==> config.mk <==
export PLATFORM = sky130hd
export DESIGN_NAME = count_seq_monitor
export DESIGN_NICKNAME = d
export VERILOG_FILES = /design/src/rtl/count_seq_monitor_pkg.sv /design/src/rtl/count_seq_monitor_sat_counter.sv /design/src/rtl/count_seq_monitor.sv
export SDC_FILE = /design/constraint.sdc
export NUM_CORES = 1
export LEC_CHECK = 0
export CAP_MARGIN = 15
export CORE_UTILIZATION = 45
export DETAILED_ROUTE_END_ITERATION = 8
export PLACE_DENSITY = 0.73
export SLEW_MARGIN = 20
export SYNTH_ARGS = -nofsm -noshare
export SYNTH_HDL_FRONTEND = slang
export SYNTH_SLANG_ARGS = --single-unit
==> constraint.sdc <==
create_clock -name CLK -period 2.13 [get_ports CLK]
set_input_delay 0.3195 -clock CLK [delete_from_list [all_inputs] [get_ports CLK]]
set_output_delay 0.3195 -clock CLK [all_outputs]
set_load 0.02 [all_outputs]
==> src/rtl/count_seq_monitor_pkg.sv <==
// ---------------------------------------------------------------------------
// count_seq_monitor_pkg
// Shared types and constants for the count sequence monitor.
//   state_t : FSM state encoding, also driven out on the 2-bit state port
//             (IDLE=0, TRACK=1, LOCKED=2, FAULT=3).
//   RUN_W   : width of the consecutive-match run counter.
// ---------------------------------------------------------------------------
package count_seq_monitor_pkg;

   typedef enum logic [1:0] {
      S_IDLE   = 2'd0,
      S_TRACK  = 2'd1,
      S_LOCKED = 2'd2,
      S_FAULT  = 2'd3
   } state_t;

   localparam int unsigned RUN_W = 4;

endpackage : count_seq_monitor_pkg

==> src/rtl/count_seq_monitor_sat_counter.sv <==
// ---------------------------------------------------------------------------
// sat_counter
// Saturating up-counter with synchronous clear.
//   CLK   : rising-edge clock
//   RESET : synchronous, active-high clear
//   inc   : increment request, ignored once count is all-ones
//   count : current count value (W bits)
// ---------------------------------------------------------------------------
module sat_counter #(
   parameter int unsigned W = 8
) (
   input  logic         CLK,
   input  logic         RESET,
   input  logic         inc,
   output logic [W-1:0] count
);

   always_ff @(posedge CLK) begin
      if (RESET) begin
         count <= '0;
      end else if (inc && (count != '1)) begin
         count <= count + W'(1);
      end
   end

endmodule : sat_counter

==> src/rtl/count_seq_monitor.sv <==
// ---------------------------------------------------------------------------
// count_seq_monitor
// Watches a free-running binary up-counter and checks that successive valid
// samples step by +1 modulo 2^WIDTH. After LOCK_COUNT consecutive correct
// steps the monitor locks; while locked it counts completed wraps and flags
// any sequence break as a fault.
//   CLK        : rising-edge clock
//   RESET      : synchronous, active-high reset
//   in_valid   : qualifies in_cnt; everything holds while low
//   in_cnt     : monitored counter value (WIDTH bits)
//   locked     : high while the FSM is in LOCKED
//   err_pulse  : one-cycle pulse per fault detected while LOCKED
//   state      : current FSM state encoding
//   wrap_count : wraps seen while LOCKED, saturating (WRAP_W bits)
//   err_count  : faults detected, saturating (ERR_W bits)
// ---------------------------------------------------------------------------
module count_seq_monitor
   import count_seq_monitor_pkg::*;
#(
   parameter int unsigned WIDTH      = 3,
   parameter int unsigned LOCK_COUNT = 4,
   parameter int unsigned WRAP_W     = 8,
   parameter int unsigned ERR_W      = 4
) (
   input  logic              CLK,
   input  logic              RESET,
   input  logic              in_valid,
   input  logic [WIDTH-1:0]  in_cnt,
   output logic              locked,
   output logic              err_pulse,
   output logic [1:0]        state,
   output logic [WRAP_W-1:0] wrap_count,
   output logic [ERR_W-1:0]  err_count
);

   localparam logic [RUN_W-1:0] LOCK_RUN = RUN_W'(LOCK_COUNT);

   state_t             state_q, state_n;
   logic [WIDTH-1:0]   prev_q, prev_n;
   logic [RUN_W-1:0]   run_q, run_n;
   logic               err_q, err_n;
   logic [WIDTH-1:0]   expect_cnt;
   logic               match;
   logic               wrap_hit;
   logic               wrap_inc;
   logic               err_inc;

   // Expected next value uses a WIDTH-bit add so all-ones wraps to zero.
   assign expect_cnt = prev_q + WIDTH'(1);
   assign match      = (in_cnt == expect_cnt);
   assign wrap_hit   = match && (prev_q == '1);

   // State register
   always_ff @(posedge CLK) begin
      if (RESET) begin
         state_q <= S_IDLE;
         prev_q  <= '0;
         run_q   <= '0;
         err_q   <= 1'b0;
      end else begin
         state_q <= state_n;
         prev_q  <= prev_n;
         run_q   <= run_n;
         err_q   <= err_n;
      end
   end

   // Next-state logic; the counter increment requests are combinational so
   // the saturating counters update on the same edge as the FSM.
   always_comb begin
      state_n  = state_q;
      prev_n   = prev_q;
      run_n    = run_q;
      err_n    = 1'b0;
      wrap_inc = 1'b0;
      err_inc  = 1'b0;
      if (in_valid) begin
         prev_n = in_cnt;
         unique case (state_q)
            S_IDLE: begin
               state_n = S_TRACK;
               run_n   = '0;
            end
            S_TRACK: begin
               if (match) begin
                  if ((run_q + RUN_W'(1)) == LOCK_RUN) begin
                     state_n = S_LOCKED;
                     run_n   = '0;
                  end else begin
                     run_n = run_q + RUN_W'(1);
                  end
               end else begin
                  run_n = '0;
               end
            end
            S_LOCKED: begin
               if (match) begin
                  wrap_inc = wrap_hit;
               end else begin
                  state_n = S_FAULT;
                  err_n   = 1'b1;
                  err_inc = 1'b1;
               end
            end
            S_FAULT: begin
               state_n = S_TRACK;
               run_n   = '0;
            end
            default: begin
               state_n = S_IDLE;
               run_n   = '0;
            end
         endcase
      end
   end

   // Output logic: all outputs come straight from registers.
   always_comb begin
      state     = state_q;
      locked    = (state_q == S_LOCKED);
      err_pulse = err_q;
   end

   sat_counter #(
      .W (WRAP_W)
   ) u_wrap_counter (
      .CLK   (CLK),
      .RESET (RESET),
      .inc   (wrap_inc),
      .count (wrap_count)
   );

   sat_counter #(
      .W (ERR_W)
   ) u_err_counter (
      .CLK   (CLK),
      .RESET (RESET),
      .inc   (err_inc),
      .count (err_count)
   );

endmodule : count_seq_monitor

After elaboration in Yosys (flattened, before gate mapping)
Index checks and enable logic that the tools add are counted.
{"block": "totals", "reg_bits": 22, "word_cells": 42, "out_inout_bits": 16, "input_bits": 6}
{"block": "classes", "n_mux": 13, "add_sub_neg": 4, "reduce_logical": 8, "eq_ne": 11}
{"operator": "$add A4 B1 Y4 const B", "count": 2}
{"operator": "$add A8 B1 Y8 const B", "count": 1}
{"operator": "$mux W4", "count": 2}
{"operator": "$ne A8 B8 Y1 const B", "count": 1}
{"operator": "$pmux W4 S2", "count": 1}
{"operator": "$mux W1", "count": 6}
{"operator": "$mux W2", "count": 3}
{"operator": "$ne A2 B2 Y1 const B", "count": 3}
{"operator": "$pmux W2 S3", "count": 1}
{"operator": "$eq A2 B2 Y1 const B", "count": 2}
{"operator": "$eq A4 B3 Y1 const B", "count": 1}
{"operator": "$ne A4 B4 Y1 const B", "count": 1}
{"operator": "$reduce_and A4 Y1", "count": 1}
{"operator": "$add A3 B1 Y3 const B", "count": 1}
{"operator": "$eq A3 B3 Y1", "count": 1}
{"operator": "$eq A3 B3 Y1 const B", "count": 1}
{"operator": "$logic_and A1 B1 Y1", "count": 3}
{"operator": "$eq A2 B1 Y1 const B", "count": 1}
{"operator": "$logic_not A2 Y1", "count": 1}
{"operator": "$reduce_and A2 Y1", "count": 1}
{"operator": "$reduce_bool A2 Y1", "count": 1}
{"operator": "$reduce_or A2 Y1", "count": 1}

Logic depth before layout (Yosys ltp)
Gate-level depths: netlist of run 1.
{"block": "depth", "depth_word": 7, "mapped_depth": 8, "mapped_depth_nobuf": 6}

Cells and area by module
From an unflattened synthesis of run 1, not the netlist that was laid out.
{"block": "hier_totals", "cells_unflattened": 134, "hier_area_um2": 1258.7}
{"mod": "count_seq_monitor", "seq_area_each_um2": 200.2, "area_each_um2": 619.3, "cells_each": 68, "instances": 1}
{"mod": "sat_counter (u_wrap_counter)", "seq_area_each_um2": 160.2, "area_each_um2": 430.4, "cells_each": 46, "instances": 1}
{"mod": "sat_counter (u_err_counter)", "seq_area_each_um2": 80.1, "area_each_um2": 209.0, "cells_each": 20, "instances": 1}

Least setup slack after synthesis of run 1
Ideal clock, no wire load.
{"block": "synth_path", "path_kind": "reg2reg", "from": "reg prev_q[0]", "to": "reg u_wrap_counter.count[6]", "required_ps": 2009, "setup_ps": 121, "t_arrival_ps": 2067, "path_buffers": 1, "path_stages_with_launch": 8, "setup_slack_ps": -57, "path_cell_list": "dfxtp_1 -> ha_1 -> ha_1 -> xor2_1 -> or3_1 -> buf_2 -> nor4_1 -> mux2_2"}
{"block": "synth_via", "elab_chain_cells": 7}
{"element": "start: declaration", "line": "count_seq_monitor.sv:39", "text": "logic [WIDTH-1:0] prev_q, prev_n;"}
{"element": "start signal: assignment", "line": "count_seq_monitor.sv:62", "text": "prev_q <= prev_n;"}
{"element": "$add A3 B1 Y3", "line": "count_seq_monitor.sv:49", "text": "assign expect_cnt = prev_q + WIDTH'(1);"}
{"element": "$eq A3 B3 Y1", "line": "count_seq_monitor.sv:50", "text": "assign match = (in_cnt == expect_cnt);"}
{"element": "$logic_and A1 B1 Y1", "line": "count_seq_monitor.sv:51", "text": "assign wrap_hit = match && (prev_q == '1);"}
{"element": "$mux W1 *", "line": "count_seq_monitor.sv:97", "text": "if (match) begin"}
{"element": "$mux W1 *", "line": "count_seq_monitor.sv:79", "text": "unique case (state_q)"}
{"element": "$mux W1 *", "line": "count_seq_monitor.sv:77", "text": "if (in_valid) begin"}
{"element": "$logic_and A1 B1 Y1 *", "line": "count_seq_monitor_sat_counter.sv:21", "text": "end else if (inc && (count != '1)) begin"}
{"element": "end signal: assignment", "line": "count_seq_monitor_sat_counter.sv:22", "text": "count <= count + W'(1);"}
{"element": "end: declaration", "line": "count_seq_monitor_sat_counter.sv:15", "text": "output logic [W-1:0] count"}
Every way passes the cells marked *; elsewhere a longest branch is shown, timed or not.
A chain may end at the register's enable or synchronous reset.

Final worst setup path of run 1
{"block": "layout_path", "from": "reg prev_q[0]", "to": "reg state_q[1] (netlist: state[1])"}
{"block": "layout_via", "elab_chain_cells": 4}
{"element": "$add A3 B1 Y3 *", "line": "count_seq_monitor.sv:49"}
{"element": "$eq A3 B3 Y1 *", "line": "count_seq_monitor.sv:50"}
{"element": "$ne A2 B2 Y1 (no line)"}
{"element": "$reduce_and A4 Y1 (no line) *"}
{"element": "end signal: assignment", "line": "count_seq_monitor.sv:61", "text": "state_q <= state_n;"}
{"element": "end: declaration", "line": "count_seq_monitor.sv:38", "text": "state_t state_q, state_n;"}
Marks and branches as above.

==> results of run 1 <==
-- power by group through the flow --
stage                     clock, mW  combinational (mW)  sequential, mW
after global placement            0               0.136           0.437
final                         0.325               0.154           0.429
after floorplan                   0              0.0725           0.443
after global routing          0.344               0.167           0.431
after CTS                     0.329               0.144           0.429
after detailed placement          0               0.142           0.438
-- area by class of cell --
class	count	area, µm²	area share
timing repair buffer	32	292.8	0.1865
clock buffer	3	22.52	0.01434
clock inverter	1	30.03	0.01912
multi-input combinational	101	719.4	0.4582
sequential	22	441.7	0.2813
inverter	7	26.28	0.01673
tap	30	37.54	0.02390
-- cell usage after synthesis, types with 4 or more instances --
cell and instances:
inv_1 7, nor2_1 12, or3_1 4, a21oi_1 10
o21ai_0 4, or4_1 4, mux2i_1 4, nand3_1 9
ha_1 8, nand2_1 6, dfxtp_1 22, o31ai_1 5
-- layer usage --
metal / vias up / GRT usage
met5: - / 0
met3: 2 / 0.02899
li1: 560 / -
met2: 26 / 0.3840
met1: 543 / 0.2448
met4: 0 / 0.09211
-- what timing repair did --
action                                  CTS  global route
cloned                                    0             1
endpoints found under the hold margin     0             0
pin swaps                                 0             1
endpoints found under the setup margin    7             8
resized for setup                         1             5
hold buffers                              0             0
-- sequential cells by signal (all words and copies together) (netlist names) --
| name | count |
|---|---|
| state | 2 |
| run_q | 4 |
| u_err_counter.count | 4 |
| u_wrap_counter.count | 8 |
| err_pulse | 1 |
| prev_q | 3 |
-- cells in the final DEF, fill, tap and decap left out, types with 2 or more instances in the layout --
cell type,Yosys,layout
a21oi_1,10,8
a21oi_2,0,2
a31oi_1,3,3
and3_1,2,2
buf_4,0,11
clkbuf_4,0,3
clkdlybuf4s50_1,0,21
dfxtp_1,22,21
ha_1,8,6
inv_1,7,7
mux2_2,2,2
mux2i_1,4,4
nand2_1,6,6
nand2b_1,2,2
nand3_1,9,9
nand4_1,2,2
nor2_1,12,12
nor2b_1,3,3
nor3_1,2,2
o21ai_0,4,4
o31ai_1,5,5
o41ai_1,3,3
or3_1,4,3
or3_4,0,2
or4_1,4,4
xor2_1,3,2
-- per-stage QoR --
| step | area (µm²) | power (mW) | instances |
|---|---|---|---|
| after floorplan | 1182 | 0.5155 | 134 |
| after global placement | 1490 | 0.5732 | 191 |
| after detailed placement | 1490 | 0.5796 | 191 |
| after CTS | 1548 | 0.9025 | 195 |
| after global routing | 1570 | 0.9414 | 196 |
| final | 1570 | 0.9079 | 196 |
-- logic make-up after synthesis --
kind of cell,after synthesis,share of synthesized area
compound gates,30,0.1645
flops,22,0.3810
buf+inv,12,0.04221
xor+xnor,4,0.03031
mux,6,0.05411
simple gates,52,0.2413
fa+ha+maj,8,0.08658
-- worst paths after layout --
path / start / to / slack [ns] / depth (start not counted)
worst max-delay path: prev_q[0] / state[1] / 0.05 / 7
worst max register to register: prev_q[0] / state[1] / 0.05 / 7
worst min-delay path: run_q[1] / run_q[1] / 0.50 / 2
worst min register to register: run_q[1] / run_q[1] / 0.50 / 2
-- critical path: cells and delay by family, from the launching register on --
family                     cells  cell delay, ns
adders and majority gates      2            0.41
DFF                            1            0.35
and+or+nand+nor                1            0.19
buffers and inverters          1            0.17
muxes                          1            0.33
AOI/OAI and AO/OA              1            0.39
xor gates and xnor gates       1            0.16
==> impl_results.md, run 1 <==
* Status: completed
* Avg Cell Area, Syn at between 8 and 9 µm²
* Switch Pwr at 0.2251 mW
* Area growth syn-to-layout at 35.82%
* Final-report setup violation count at 0
* RSZ-0062 raised after global routing: no
* Power Dens Cells at 578.2 mW/mm²
* Post-CTS setup buffer count at 0
* H-Tree Depth at 1
* Die W at 52.69 µm
* Routed Antenna Nets at 0
* Worst-path maximum fanout at 5
* Async S/R FF share, synth at 0
* Routed vias/inst at around 5.8
* First-pass GRT wire length at 4347 µm
* Clock period minus worst slack at 2.083 ns
* Layout Nets at 181
* FILL cells at 218
* 1st-iter DRT viols at 30
* CP Class: reg2reg
* Final WS setup at between 0.04 and 0.05 ns
* Largest area contributor in the netlist: dfxtp_1
* Synth Flop Type: dfxtp_1
* Flops & latches, synth at 22
* PortBufs at 21
* # Max-Cap Violations at 0
* Area fraction of the dominant cell type after synthesis at 0.3810
* Root Buffer: clkbuf_4
* Final hold vios at 0
* Pins Over Slew Limit at 0
* Util after Layout at 0.6397
* Critical path startpoint category: register
* Largest net degree at the start of global routing at 14
* Synth warn at 0
* Setup_tns at 0 ns
* Met2 wire length at around 1400 µm
* Routability congestion estimate at 0.7873
* Sw frac at 0.2479
* Clock share of power at 0.358
* Worst Tran Pin Value at 0.5568 ns
* WL met1 at roughly 1200 µm
* CTS tree: yes
* DR top layer: met4
* Mapped cell area at 0.001156 mm²
* Int Power at 0.6828 mW
* Clk pin slew, worst setup/hold paths at roughly 0.13 ns
* Initial antenna violation count at 0
* Critical Path, Cell by Cell: ha_2 -> ha_4 -> xor2_2 -> buf_4 -> o41ai_1 -> nand2b_1 -> mux2_2
* Top Ports at 22
* Worst EP arrival at 2.31 ns
* Pleak at 0.5741 nW
* Comb pwr share at 0.170
* Num CTS Buffers at 3
* Total GRT Usage at 0.2125
* Met3 WL at 89 µm
* Seq pwr share at 0.472
* Drt total wl at about 2700 µm
* Clock latency on the worst-skew pair at ~0.31 ns
* HPWL Detailed at 1930 µm
* Row cnt at 18
* Slew margin rel. at 0.6263
* Period utilization at 0.9780
* Fmax at ~480 MHz
* Synth Instances at 134
* Routed vias at 1131
* Crit-path max cell delay at 0.39 ns
* Crit end category: register
* DRC at 0
* Max Clock Skew at between 0.004 and 0.005 ns
* Starting Density at 0.4709
* Max VDD drop at 0.4369 mV
* Core area at between 0.002 and 0.0025 mm²
* ANT cells at 0
* CTS sink cnt at 22
* Wire per inst at 13.88 µm
* Worst min-delay path class: reg2reg
* Vias in the first global route at about 1100
* Post-Place Worst Slack at -0.2042 ns
* Die ar. at 0.002776 mm²
* CP max stage cell: o41ai_1
* Sequential area share after synthesis at 0.3810
* Critical Path RT at approximately 2.4 ns
* EDFF count, synth at 0
* Syn nets at 148
* Total congestion overflow at 0
* Clock Path Buffers at 2
* Die Ht at 52.69 µm
* Synth unique cells at 34
* Hold Slack at ~0.5 ns
* Share of cells above drive strength 1 at 0.1566
* Top post-synthesis cells by area: dfxtp_1, ha_1, a21oi_1
* Length of the first detailed-routing pass in iterations at 4
(Power assumes the default switching activity.)
==> run 2: changes to the inputs <==
CAP_MARGIN = not set   (was 15)
RECOVER_POWER = 50   (was not set)
==> run 2 against run 1 <==
Effect of this change:
- combinational power barely moved
- core utilization is 0.15 points lower
- final cell count stayed put
- sequential power about the same
- hold slack is essentially flat
- register-to-register slack about the same
- largest cell class unchanged
- fmax about the same
- clock-buffer cell count unchanged
- critical endpoint unchanged
==> impl_results.md, run 2 (synthesis gave the netlist of run 1 again) <==
* Status: completed (unchanged)
* Clock Path Buffers at 2 (unchanged)
* Slew margin rel. at 0.6266 (was 0.6263)
* Length of the first detailed-routing pass in iterations at 4 (unchanged)
* Vias in the first global route at 1059 (unchanged)
* Critical path startpoint category: register (unchanged)
* Die W at 52.69 µm (unchanged)
* Largest net degree at the start of global routing at 14 (unchanged)
* CP Launch Point: prev_q[0] (unchanged)
* Clock period minus worst slack at 2.085 ns (was 2.083 ns)
* Reg2reg start: prev_q[0] (unchanged)
* Post-Place Worst Slack at -0.2042 ns (unchanged)
* Worst-path maximum fanout at 5 (unchanged)
* Routed Antenna Nets at 0 (unchanged)
* Power Dens Cells at 580.1 mW/mm² (was 578.2 mW/mm²)
* Layout Nets at 181 (unchanged)
* CP Class: reg2reg (unchanged)
* RSZ-0062 raised after global routing: no (unchanged)
* Critical Path RT at 2.36 ns (was 2.35 ns)
* Clock latency on the worst-skew pair at 0.32 ns (was 0.31 ns)
* CP endpoint: state[1] (unchanged)
* Fmax at 479.7 MHz (was 480.0 MHz)
* Hold Slack at 0.5043 ns (was 0.5041 ns)
* PortBufs at 21 (unchanged)
* # Max-Cap Violations at 0 (unchanged)
* Share of cells above drive strength 1 at 0.1506 (was 0.1566)
* Commonest non-fill, non-tap cell in the layout: dfxtp_1
* Top Ports at 22 (unchanged)
* Die Ht at 52.69 µm (unchanged)
* Worst Tran Pin Value at 0.5564 ns (was 0.5568 ns)
* Util after Layout at 0.6381 (was 0.6397)
* CTS sink cnt at 22 (unchanged)
* FILL cells at 218 (unchanged)
* Sw frac at 0.2518 (was 0.2479)
* HPWL Detailed at 1930 µm (unchanged)
* Pins Over Slew Limit at 0 (unchanged)
* Total congestion overflow at 0 (unchanged)
* Starting Density at 0.4709 (unchanged)
* Switch Pwr at 0.2289 mW (was 0.2251 mW)
* Pleak at 0.6221 nW (was 0.5741 nW)
* Clk pin slew, worst setup/hold paths at 0.13 ns (about the same)
* Total GRT Usage at 0.2125 (unchanged)
* Crit end category: register (unchanged)
* Core area at 0.002455 mm² (unchanged)
* Clock share of power at 0.361 (was 0.358)
* CTS tree: yes (unchanged)
* DRC at 0 (unchanged)
* H-Tree Depth at 1 (unchanged)
* Largest regs: u_wrap_counter.count x8, run_q x4, u_err_counter.count x4 (unchanged)
* Setup_tns at 0 ns (unchanged)
* Drt total wl at 2728 µm (was 2720 µm)
* Final WS setup at 0.04536 ns (was 0.04684 ns)
* Max Clock Skew at 0.007932 ns (was 0.004937 ns)
* Initial antenna violation count at 0 (unchanged)
* Routed vias/inst at 5.847 (was 5.770)
* First-pass GRT wire length at 4347 µm (unchanged)
* Post-CTS setup buffer count at 0 (unchanged)
* Seq pwr share at 0.472 (about the same)
* Commonest non-fill, non-tap cells in the layout: dfxtp_1, dlygate4sd3_1, nor2_1 (was dfxtp_1, clkdlybuf4s50_1, nor2_1)
* Num CTS Buffers at 3 (unchanged)
* 1st-iter DRT viols at 30 (unchanged)
* Critical R2R Capture: state[1] (unchanged)
* ANT cells at 0 (unchanged)
* Post-CTS Hold Fix Bufs at 0 (unchanged)
* Hold Crit Start: run_q[1] (unchanged)
* Comb pwr share at 0.167 (was 0.170)
* Max VDD drop at 0.4368 mV (was 0.4369 mV)
* Routability congestion estimate at 0.7873 (unchanged)
* Final-report setup violation count at 0 (unchanged)
* R2r setup slk at 0.05 ns (about the same)
* Biggest register: u_wrap_counter.count (unchanged)
* Row cnt at 18 (unchanged)
* Routed vias at 1146 (was 1131)
* Worst min-delay path class: reg2reg (unchanged)
* Int Power at 0.6799 mW (was 0.6828 mW)
* Worst R2R Path Depth at 7 (unchanged)
* Root Buffer: clkbuf_4 (unchanged)
* Worst EP arrival at 2.31 ns (about the same)
* Period utilization at 0.9787 (was 0.9780)
* Max reg flops at 8 (unchanged)
* Area growth syn-to-layout at 35.50% (was 35.82%)
* Final hold vios at 0 (unchanged)
* Die ar. at 0.002776 mm² (unchanged)
* Wire per inst at 13.92 µm (was 13.88 µm)
-- run 2: area by class of cell --
type / instances / area, µm² / share of cell area
clock buffers: 3 / 22.52 / 0.01438
flip-flops and latches: 22 / 441.7 / 0.2819
repair buffers: 32 / 289.0 / 0.1845
well taps: 30 / 37.54 / 0.02396
inverters: 7 / 26.28 / 0.01677
multi-input cells: 101 / 719.4 / 0.4593
clock inverters: 1 / 30.03 / 0.01917
-- run 2: how the worst min path moves through the flow --
stage	slack (ns)	cells after the start	end
floorplan	0.45	2	run_q[1]
global placement	0.46	2	run_q[1]
detailed placement	0.49	2	run_q[1]
CTS	0.50	2	run_q[1]
global route	0.52	2	run_q[1]
finish	0.50	2	run_q[1]
-- run 2: stage by stage --
stage	cell area, µm²	cells	power, mW
6_report	1567	196	0.9088
5_1_grt	1567	196	0.9382
4_1_cts	1548	195	0.9025
3_5_place_dp	1490	191	0.5796
3_3_place_gp	1490	191	0.5732
2_1_floorplan	1182	134	0.5155
-- run 2: metal layers --
| layer | part of all wire | routed length [µm] | global-route usage |
|---|---|---|---|
| met1 | 0.43 | 1185 | 0.2448 |
| met2 | 0.51 | 1402 | 0.3840 |
| met3 | 0.045 | 122 | 0.02899 |
| met4 | 0.0070 | 19 | 0.09211 |
| met5 | 0 | 0 | 0 |
-- run 2: timing repair --
item	CTS	global route
gates cloned	0	1
pin swaps	0	1
endpoints found under the hold margin	0	0
endpoints found under the setup margin	7	8
resized for setup	1	5
-- run 2: worst max-delay path, stage by stage, from the launching register on --
cell and delay (ns):
dfxtp_2 0.35, ha_2 0.19, ha_4 0.22, xor2_2 0.17
buf_4 0.17, o41ai_1 0.39, nand2b_1 0.19, mux2_2 0.33
-- run 2: power by group through the flow --
stage	clock [mW]	combinational, mW	sequential, mW
floorplan	0	0.0725	0.443
global placement	0	0.136	0.437
detailed placement	0	0.142	0.438
CTS	0.329	0.144	0.429
global route	0.344	0.164	0.430
finish	0.328	0.152	0.429
==> run 3: changes to the inputs <==
PLACE_DENSITY = 0.82   (was 0.73)
==> run 3 against run 2 <==
Effect of this change:
- largest cell class unchanged
- power down 15%
- core utilization fell by 0.15 points
- first-iteration DRC count is 13% lower
- critical path type unchanged
- largest power group unchanged
- sequential share of layout area is 0.15 points higher
- die area did not move
- final cell count decreased by 0.51%
- clock skew decreased by 0.0021 ns
- clock-buffer cell count is the same
==> impl_results.md, run 3 (synthesis gave the netlist of run 1 again) <==
* Crit-path max cell delay at 0.51 ns (was 0.39 ns)
* CTS tree: yes (unchanged)
* Row cnt at 18 (unchanged)
* Final hold vios at 0 (unchanged)
* Slew margin rel. at 0.5500 (was 0.6266)
* RSZ-0062 raised after global routing: no (unchanged)
* Initial antenna violation count at 0 (unchanged)
* Worst R2R Path Depth at 6 (was 7)
* Total congestion overflow at 0 (unchanged)
* Clk pin slew, worst setup/hold paths at 0.12 ns (was 0.13 ns)
* Setup_tns at 0 ns (unchanged)
* Commonest non-fill, non-tap cell in the layout: dfxtp_1 (unchanged)
* H-Tree Depth at 1 (unchanged)
* Critical R2R Capture: u_wrap_counter.count[5] (was state[1])
* Drt total wl at 2621 µm (was 2728 µm)
* Hold endpoint: run_q[1] (unchanged)
* Post-CTS setup buffer count at 0 (unchanged)
* Max Clock Skew at 0.005790 ns (was 0.007932 ns)
* Max reg flops at 8 (unchanged)
* First-pass GRT wire length at 4181 µm (was 4347 µm)
* Power Dens Cells at 493.9 mW/mm² (was 580.1 mW/mm²)
* Reg2reg start: prev_q[0] (unchanged)
* Top delay family on crit path: simple AND/OR/NAND/NOR gates (was adder cells)
* CP Class: reg2reg (unchanged)
* Final WS setup at 0.05048 ns (was 0.04536 ns)
* Largest regs: u_wrap_counter.count x8, run_q x4, u_err_counter.count x4 (unchanged)
* Total GRT Usage at 0.2002 (was 0.2125)
* Critical path startpoint category: register (unchanged)
* Biggest register: u_wrap_counter.count (unchanged)
* Hold Crit Start: run_q[1] (unchanged)
* 1st-iter DRT viols at 26 (was 30)
* Die W at 52.69 µm (unchanged)
* Root Buffer: clkbuf_4 (unchanged)
* Commonest non-fill, non-tap cells in the layout: dfxtp_1, dlygate4sd3_1, nor2_1 (unchanged)
* Num CTS Buffers at 3 (unchanged)
* Vias in the first global route at 1015 (was 1059)
* Worst EP arrival at 2.32 ns (was 2.31 ns)
* Share of cells above drive strength 1 at 0.1697 (was 0.1506)
* Worst-path maximum fanout at 5 (unchanged)
* Max VDD drop at 0.3621 mV (was 0.4368 mV)
* Fin area at 0.001563 mm² (was 0.001567 mm²)
* Crit end category: register (unchanged)
* Core area at 0.002455 mm² (unchanged)
* Pins Over Slew Limit at 0 (unchanged)
* HPWL Detailed at 1912 µm (was 1930 µm)
* CP max stage cell: or4_1 (was o41ai_1)
* CTS sink cnt at 22 (unchanged)
* Critical Path, Cell by Cell: ha_2 -> ha_4 -> xor2_2 -> or3_4 -> or4_1 -> a21oi_1 (was ha_2 -> ha_4 -> xor2_2 -> buf_4 -> o41ai_1 -> nand2b_1 -> mux2_2)
* Fmax at 480.9 MHz (was 479.7 MHz)
* Final-report setup violation count at 0 (unchanged)
* Hold Slack at 0.4817 ns (was 0.5043 ns)
* FILL cells at 220 (was 218)
* DRC at 0 (unchanged)
* Hold path depth at 2 (unchanged)
* Clock Path Buffers at 2 (unchanged)
* Crit path buffers/inverters at 0 (was 1)
* Routed vias/inst at 5.749 (was 5.847)
* Pleak at 0.6292 nW (was 0.6221 nW)
* R2r setup slk at 0.05 ns (about the same)
* Area growth syn-to-layout at 35.17% (was 35.50%)
* Status: completed (unchanged)
* Die Ht at 52.69 µm (unchanged)
* Routed vias at 1121 (was 1146)
* Layout Nets at 181 (unchanged)
* PortBufs at 21 (unchanged)
* Routability congestion estimate at 0.7541 (was 0.7873)
* Clock period minus worst slack at 2.080 ns (was 2.085 ns)
* Clock latency on the worst-skew pair at 0.31 ns (was 0.32 ns)
* Routed Antenna Nets at 0 (unchanged)
* Register area at 442.9 µm² (was 441.7 µm²)
* Critical Path RT at 2.37 ns (was 2.36 ns)
* Wire per inst at 13.44 µm (was 13.92 µm)
* Post-Place Worst Slack at -0.1512 ns (was -0.2042 ns)
* Worst min-delay path class: reg2reg (unchanged)
* Top Ports at 22 (unchanged)
* ANT cells at 0 (unchanged)
* Starting Density at 0.4709 (unchanged)
* Die ar. at 0.002776 mm² (unchanged)
* Worst Tran Pin Value at 0.6706 ns (was 0.5564 ns)
* # Max-Cap Violations at 0 (unchanged)
* Length of the first detailed-routing pass in iterations at 5 (was 4)
* Multi-input gate area at 744.5 µm² (was 719.4 µm²)
* Period utilization at 0.9763 (was 0.9787)
* Placed cell areas at 0.001490 mm² (unchanged)
* Largest net degree at the start of global routing at 14 (unchanged)
[run 3: worst register-to-register path, cell delays in order, from the launching register on]
cell     delay, ns
dfxtp_2       0.34
ha_2          0.19
ha_4          0.22
xor2_2        0.16
or3_4         0.44
or4_1         0.51
a21oi_1       0.16
[run 3: repair_timing]
action | 4_1_cts | 5_1_grt
cloned | 0 | 1
gates resized for setup | 1 | 10
endpoints found under the setup margin | 8 | 8
pin swaps | 0 | 2
hold buffers | 0 | 0
hold endpoints to repair | 0 | 0
[run 3: final cells by class]
class | count | area share
Sequential cell | 22 | 0.2834
Timing Repair Buffer | 32 | 0.1849
Multi-Input combinational cell | 101 | 0.4764
Clock buffer | 3 | 0.01441
Tap cell | 30 | 0.02402
Inverter | 7 | 0.01681
[run 3: routing by layer]
layer	routed length [µm]	global-route usage
met5	0	0
met1	1103	0.2214
met4	23	0.07018
met3	99	0.02609
met2	1395	0.3819
[run 3: worst max-delay path by stage]
| stage | from | endpoint | cells past startpoint |
|---|---|---|---|
| 3_3_place_gp | in_cnt[2] | u_wrap_counter.count[6] | 5 |
| 6_report | prev_q[0] | u_wrap_counter.count[5] | 6 |
| 2_1_floorplan | prev_q[0] | u_wrap_counter.count[6] | 7 |
| 4_1_cts | prev_q[0] | u_wrap_counter.count[5] | 6 |
| 5_1_grt | prev_q[0] | u_wrap_counter.count[5] | 6 |
| 3_5_place_dp | in_cnt[2] | u_wrap_counter.count[5] | 5 |
[run 3: through the flow]
step | utilization | total power [mW] | cells
floorplan | - | 0.5155 | 134
global placement | 0.6070 | 0.5740 | 191
detailed placement | 0.6070 | 0.5798 | 191
CTS | 0.6182 | 0.7671 | 194
global route | 0.6366 | 0.7980 | 195
finish | 0.6366 | 0.7719 | 195
[run 3: where the power goes]
group | internal, mW | leakage [nW] | total [mW] | switching, mW
clock | 0.0661 | 0.0138 | 0.191 | 0.124
sequential | 0.421 | 0.179 | 0.429 | 0.00789
combinational | 0.0709 | 0.436 | 0.153 | 0.0819
